<file path="config.mk">
export PLATFORM = sky130hd
export DESIGN_NAME = memory_arbiter
export DESIGN_NICKNAME = d
export VERILOG_FILES = /design/src/rtl/memory_arbiter.sv
export SDC_FILE = /design/constraint.sdc
export NUM_CORES = 1
export LEC_CHECK = 0
export BUFFER_PORTS_ARGS = -buffer_cell sky130_fd_sc_hd__buf_2
export CELL_PAD_IN_SITES_DETAIL_PLACEMENT = 2
export CELL_PAD_IN_SITES_GLOBAL_PLACEMENT = 2
export CORE_AREA = 8 8 159 161
export CTS_BUF_LIST = sky130_fd_sc_hd__clkbuf_8
export CTS_CLUSTER_SIZE = 10
export DETAILED_ROUTE_END_ITERATION = 10
export DIE_AREA = 0 0 167 169
export PLACE_DENSITY_LB_ADDON = 0.1
export SYNTH_ARGS = -nofsm -noshare
export SYNTH_HDL_FRONTEND = slang
export SYNTH_SLANG_ARGS = --single-unit
</file>
<file path="constraint.sdc">
create_clock -name clk -period 2 [get_ports clk]
set_clock_uncertainty 0.15 [all_clocks]
set_input_delay 0.3 -clock clk [delete_from_list [all_inputs] [get_ports clk]]
set_output_delay 0.3 -clock clk [all_outputs]
set_load 0.01 [all_outputs]
</file>
<file path="src/rtl/memory_arbiter.sv">
// Round-robin arbiter sharing one word-wide memory port among NUM_PORTS cache requesters.
// The owner keeps the grant for its whole transaction; only the owner sees mem_ready.
module memory_arbiter #(
  parameter int NUM_PORTS    = 4,
  parameter int PORT_ID_BITS = 2
) (
  input  logic                      clk,
  input  logic                      rst_n,
  input  logic [NUM_PORTS-1:0]      port_request,
  input  logic [NUM_PORTS*32-1:0]   port_address,
  input  logic [NUM_PORTS*32-1:0]   port_write_data,
  input  logic [NUM_PORTS*4-1:0]    port_byte_enable,
  input  logic [NUM_PORTS-1:0]      port_write_enable,
  output logic [NUM_PORTS-1:0]      port_ready,
  output logic [31:0]               port_read_data,
  output logic                      mem_request,
  output logic [31:0]               mem_address,
  output logic [31:0]               mem_write_data,
  output logic [3:0]                mem_byte_enable,
  output logic                      mem_write_enable,
  input  logic [31:0]               mem_read_data,
  input  logic                      mem_ready,
  output logic                      grant_valid,
  output logic [PORT_ID_BITS-1:0]   grant_id
);

  typedef enum logic {IDLE, GRANTED} state_t;

  state_t                  state, state_next;
  logic [PORT_ID_BITS-1:0] owner, owner_next;
  logic [PORT_ID_BITS-1:0] rr_ptr, rr_ptr_next;
  logic [PORT_ID_BITS-1:0] pick_id, cand;
  logic                    found;
  logic                    owner_active;

  // First requesting port at or above rr_ptr, wrapping modulo NUM_PORTS.
  always_comb begin
    found   = 1'b0;
    pick_id = rr_ptr;
    cand    = '0;
    for (int unsigned i = 0; i < NUM_PORTS; i++) begin
      cand = PORT_ID_BITS'((32'(rr_ptr) + i) % NUM_PORTS);
      if (!found && port_request[cand]) begin
        found   = 1'b1;
        pick_id = cand;
      end
    end
  end

  always_ff @(posedge clk) begin
    if (!rst_n) begin
      state  <= IDLE;
      owner  <= '0;
      rr_ptr <= '0;
    end else begin
      state  <= state_next;
      owner  <= owner_next;
      rr_ptr <= rr_ptr_next;
    end
  end

  always_comb begin
    state_next  = state;
    owner_next  = owner;
    rr_ptr_next = rr_ptr;
    case (state)
      IDLE: begin
        if (found) begin
          state_next = GRANTED;
          owner_next = pick_id;
        end
      end
      GRANTED: begin
        if (!port_request[owner]) begin
          state_next  = IDLE;
          rr_ptr_next = (owner == PORT_ID_BITS'(NUM_PORTS - 1)) ? '0 : owner + 1'b1;
        end
      end
      default: state_next = IDLE;
    endcase
  end

  assign owner_active = (state == GRANTED) && port_request[owner];

  always_comb begin
    mem_request      = 1'b0;
    mem_address      = '0;
    mem_write_data   = '0;
    mem_byte_enable  = '0;
    mem_write_enable = 1'b0;
    port_ready       = '0;
    port_read_data   = mem_read_data;
    grant_valid      = (state == GRANTED);
    grant_id         = owner;
    if (owner_active) begin
      mem_request       = 1'b1;
      mem_address       = port_address[{owner, 5'd0} +: 32];
      mem_write_data    = port_write_data[{owner, 5'd0} +: 32];
      mem_byte_enable   = port_byte_enable[{owner, 2'd0} +: 4];
      mem_write_enable  = port_write_enable[owner];
      port_ready[owner] = mem_ready;
    end
  end

endmodule

</file>
==> impl_metrics.ini, run 1 <==
[outcome]
status = finished, violations left
violations = setup timing

[clock_network]
htreeDepth = 1
clock_latency_ns = 0.22
clock-sinks = 5
numCtsBuffers = 3
clk_path_buf_depth = 2
cts-root-buf = clkbuf_8
cts_tree = done
clk_pin_slew_ns = 0.04

[synthesis]
ys_seq_area_frac = 0.03586
yosysWarnings = 0
syn-num-nets = 569
netlist_instances = 250
ys_types = 26
syn_area_per_cell_sq_um = 11.17
ys_ff_latch = 5
synth_area_sq_um = 2791

[route]
wl_per_cell_microns = 24.07
via_per_inst = 4.133
wirelength_microns = 21280
detail-route-antenna-nets = 0
dr.pass1.iters = 4
first_iter_violations = 88
drc_errors = 0
vias = 3654

[die]
coreArea_sq_um = 22910
rows = 56
io_pins = 424
floorplan.initialDensity = 0.1218
die_area_sq_um = 28220
die_x_microns = 167
die_h_microns = 169

[worst_setup_path]
path_class = reg2out
timing.rr.start = grant_id[0]
r2r_setup_slack_ns = 0.48
cp-startpoint = grant_id[0]
crit_end = mem_write_data[12]
cp.required_ns = 1.55
startpoint_type = register
path_max_fanout = 8
endpoint_kind = output port
reg2reg_depth = 4
r2r-end = rr_ptr[1]
cp.arrival_ns = 1.76

[timing]
worst_slew_pin_slew_ns = 0.3832
max_slew_margin = 0.7421
worst_slack_ns = -0.2136
period_minus_slack_ns = 2.214
slew_viol_final = 0
finalHoldViolations = 0
finalSetupViolCount = 74
tns_ns = -13.10
fmax_mhz = 451.8
rsz0062_at_grt = yes
finalCritPeriodShare = 1.107

[layout]
layout.cells.non_filler = 884
drive_gt1_frac = 0.8395
stdcell_area_sq_um = 5643
nets = 912
syn2layout_area_growth_pct = 102.2

[place]
dp.cells = 854
gp_congestion = 0.7696
port_buffers = 359
place_area_sq_um = 4745
hpwl_microns = 16600

[grt]
grt_first_pass_wirelength_microns = 28870
grt_max_degree = 46
overflow = 0
grt.total_usage = 0.1355
antenna_found_initial = 3
grt_pass1_vias = 4218

[min_path]
min_path_cells = 3
worstHoldStart = rst_n
hold_class = in2reg

[power_and_ir_drop]
leakage_uw = 0.002648
ir_drop_mv = 0.1262
p_per_area_nw_per_um2 = 379.3

[job]
drv_cap = 0
==> through the flow <==
step           hold slack, ns  setup WS, ns  power (uW)    util
6_report               0.2266       -0.2136        2141  0.2463
5_1_grt                0.2482       -0.2830        2304  0.2462
4_1_cts                0.2322       -0.2219        1945  0.2239
3_5_place_dp           0.3639     -0.002868        1538  0.2071
3_3_place_gp           0.3553       0.03584        1511  0.2071
2_1_floorplan          0.2804      0.003741       979.0       -
==> registers in the layout (all words and copies together), names as in the netlist <==
register     count
grant_id         2
grant_valid      1
rr_ptr           2
==> how the worst min path moves through the flow <==
stage                  end  slack, ns
6_report       grant_id[1]       0.23
5_1_grt        grant_id[1]       0.25
4_1_cts        grant_id[1]       0.23
3_5_place_dp     rr_ptr[0]       0.36
3_3_place_gp     rr_ptr[0]       0.36
2_1_floorplan    rr_ptr[0]       0.28
==> power by group <==
part           switching (uW)  total (uW)  internal [uW]
Sequential               20.9         133            112
Clock                    52.8         187            134
Combinational             722        1820           1100
Total                     796        2140           1340
==> layout make-up <==
class                           count  area (sq um)
Fill cell                        2653         17270
Timing Repair Buffer              394          2643
Multi-Input combinational cell    183          2454
Tap cell                          290         362.8
Sequential cell                     5         107.6
Clock buffer                        3         41.29
Inverter                            6         25.02
Clock inverter                      1         5.005
Antenna cell                        2         5.005
==> layer usage <==
metal  global-route usage  vias up  part of all wire
met5                    0        -            0.0012
met1               0.1403     1837              0.37
met2               0.2750      164              0.56
met3              0.03517       22             0.062
met4              0.01293        4            0.0047
li1                     -     1627                 -
==> critical path: stages (launching register included) <==
cell and delay [ns]:
dfxtp_4 0.40, buf_12 0.19, clkbuf_16 0.18, mux4_2 0.48, nor2b_1 0.14, buf_2 0.14
==> cells in the mapped netlist <==
cell type / number / share of area
mux2_4: 1 / 0.0054
nand2_1: 8 / 0.011
o32ai_1: 1 / 0.0031
clkbuf_1: 1 / 0.0013
ha_1: 4 / 0.018
o2bb2ai_1: 1 / 0.0031
nand3_1: 2 / 0.0036
o311a_1: 1 / 0.0036
o211ai_2: 1 / 0.0045
nor2_1: 8 / 0.011
mux4_2: 69 / 0.56
o31ai_1: 1 / 0.0027
nor2b_1: 73 / 0.16
buf_1: 1 / 0.0013
o21ai_0: 4 / 0.0072
buf_2: 8 / 0.014
nor4_1: 1 / 0.0022
buf_4: 46 / 0.12
o221ai_1: 1 / 0.0031
mux2i_1: 1 / 0.0036
and2_1: 1 / 0.0022
nand2b_1: 1 / 0.0022
dfxtp_1: 5 / 0.036
inv_1: 6 / 0.0081
a211oi_1: 2 / 0.0054
a21oi_1: 2 / 0.0036
==> cell families (layout without fill, tap and decap cells) <==
kind of cell	after synthesis	after routing	share of synthesized area
fa+ha+maj	4	4	0.01793
simple gates	94	94	0.1954
other cells	0	2	0
flops	5	5	0.03586
compound gates	14	14	0.03631
buf+inv	62	404	0.1488
mux	71	71	0.5657
==> cell usage in the layout (no fill, tap or decap), types with 2 or more instances in the layout <==
cell / Yosys / final
nor2_1: 8 / 4
dfxtp_1: 5 / 3
nand3_1: 2 / 2
buf_2: 8 / 337
nand2_1: 8 / 8
buf_12: 0 / 8
nor2_4: 0 / 2
a211oi_1: 2 / 2
diode_2: 0 / 2
nor2_2: 0 / 2
clkbuf_16: 0 / 8
ha_1: 4 / 4
buf_8: 0 / 2
a21oi_1: 2 / 2
clkbuf_8: 0 / 3
inv_1: 6 / 5
dfxtp_4: 0 / 2
buf_16: 0 / 8
nor2b_4: 0 / 19
buf_6: 0 / 30
nor2b_1: 73 / 53
mux4_2: 69 / 69
o21ai_0: 4 / 4
==> timing repair <==
item / 4_1_cts / 5_1_grt
cloned: 7 / 9
gates resized for setup: 23 / 73
endpoints found under the setup margin: 74 / 74
setup buffers: 9 / 0
hold buffers: 0 / 0
hold endpoints to repair: 0 / 0
pin swaps: 1 / 3
(Power assumes the default switching activity.)
==> run 2: changes to the inputs <==
SKIP_LAST_GASP = 1   (was not set)
==> impl_metrics.ini, run 2 (synthesis gave the netlist of run 1 again) <==
[route]
detail-route-antenna-nets = 0
vias = 3660
dr.pass1.iters = 4
drc_errors = 0
first_iter_violations = 78
via_per_inst = 4.145
wl_per_cell_microns = 24.01
wirelength_microns = 21200

[clock_network]
cts-root-buf = clkbuf_8
clock_latency_ns = 0.22
htreeDepth = 1
numCtsBuffers = 3
clk_pin_slew_ns = 0.04
cts_tree = done
hold_buffers = 0
clk_path_buf_depth = 2
clock-sinks = 5

[place]
port_buffers = 359
hpwl_microns = 16600
gp_congestion = 0.7696
dp_slack_ns = -0.002868
place_area_sq_um = 4745

[die]
die_area_sq_um = 28220
rows = 56
die_x_microns = 167
floorplan.initialDensity = 0.1218
die_h_microns = 169
io_pins = 424
coreArea_sq_um = 22910

[min_path]
worstHoldStart = rst_n
hold_class = in2reg
min_path_cells = 3

[outcome]
status = finished, violations left
violations = setup timing

[timing]
rsz0062_at_grt = yes
worst_slack_ns = -0.2140
worst_slew_pin_slew_ns = 0.3832
finalCritPeriodShare = 1.107
finalSetupViolCount = 74
finalHoldViolations = 0
period_minus_slack_ns = 2.214
holdWs_ns = 0.2272
fmax_mhz = 451.7
max_slew_margin = 0.7421
slew_viol_final = 0

[grt]
grt_first_pass_wirelength_microns = 28880
overflow = 0
grt.total_usage = 0.1355
grt_max_degree = 46
antenna_found_initial = 3
grt_pass1_vias = 4218

[worst_setup_path]
r2r_setup_slack_ns = 0.48
reg2reg_depth = 4
cp_cell_sequence = mux2_4 -> o211ai_4 -> buf_6 -> buf_6 -> clkbuf_16 -> nor2b_1 -> buf_2
crit_top_cell = buf_6
cp-startpoint = grant_id[0]
path_class = reg2out
timing.rr.start = grant_id[0]
cp.arrival_ns = 1.76
startpoint_type = register
endpoint_kind = output port
cp.required_ns = 1.55
slowest_delay_ns = 0.40
slowest_stage = dfxtp_4
path_max_fanout = 5

[layout]
stdcell_area_sq_um = 5425
nets = 911
mostFrequentLayoutCell = buf_2
regArea_sq_um = 107.6
layout_common_cells = buf_2, mux4_2, nor2b_1
syn2layout_area_growth_pct = 94.35
multi_input_area_sq_um = 2351
nFillCells = 2676
drive_gt1_frac = 0.8139

[power_and_ir_drop]
ir_drop_mv = 0.1259
p_per_area_nw_per_um2 = 376.9
leakage_uw = 0.002561

[job]
drv_cap = 0
## run 2: what timing repair did
item	in CTS	in global routing
setup buffers	9	0
gates cloned	7	7
gates resized for setup	21	32
endpoints found under the setup margin	74	74
pin swaps	1	4
## run 2: power breakdown
part	total, uW	switching, uW	leakage [uW]	internal (uW)
logic	1730	698	0.00249	1030
clock network	187	52.8	0.0000255	134
registers	133	20.9	0.0000426	112
## run 2: final timing paths
path	to
worst min register to register	rr_ptr[0]
worst min-delay path	grant_id[1]
worst max-delay path	mem_address[17]
worst max register to register	rr_ptr[1]
## run 2: layout make-up
class	count	area share
diodes	2	0.0009225
clock buffers	3	0.007611
clock inverters	1	0.0009225
inverters	6	0.004613
multi-input cells	183	0.4333
flip-flops and latches	5	0.01983
well taps	290	0.06688
repair buffers	393	0.4659
## run 2: through the flow
stage,utilization,instances,power [uW],TNS (ns)
after global placement,0.2071,854,1511,0
final,0.2368,883,2045,-13.15
after detailed placement,0.2071,854,1538,-0.003865
after CTS,0.2235,874,1940,-14.34
after floorplan,-,250,979.0,0
after global routing,0.2367,882,2204,-18.35
## run 2: worst max-delay path, delay by kind of cell, from the launching register on
kind | cells | cell delay (ns)
AOI/OAI and AO/OA | 1 | 0.21
muxes | 1 | 0.33
buffers and inverters | 4 | 0.55
DFF | 1 | 0.40
and+or+nand+nor | 1 | 0.04
## run 2: layer usage
| layer | wire [microns] | global-route usage |
|---|---|---|
| met5 | 26 | 0 |
| met3 | 1416 | 0.03517 |
| met1 | 7829 | 0.1405 |
| met4 | 161 | 0.01293 |
| met2 | 11770 | 0.2750 |
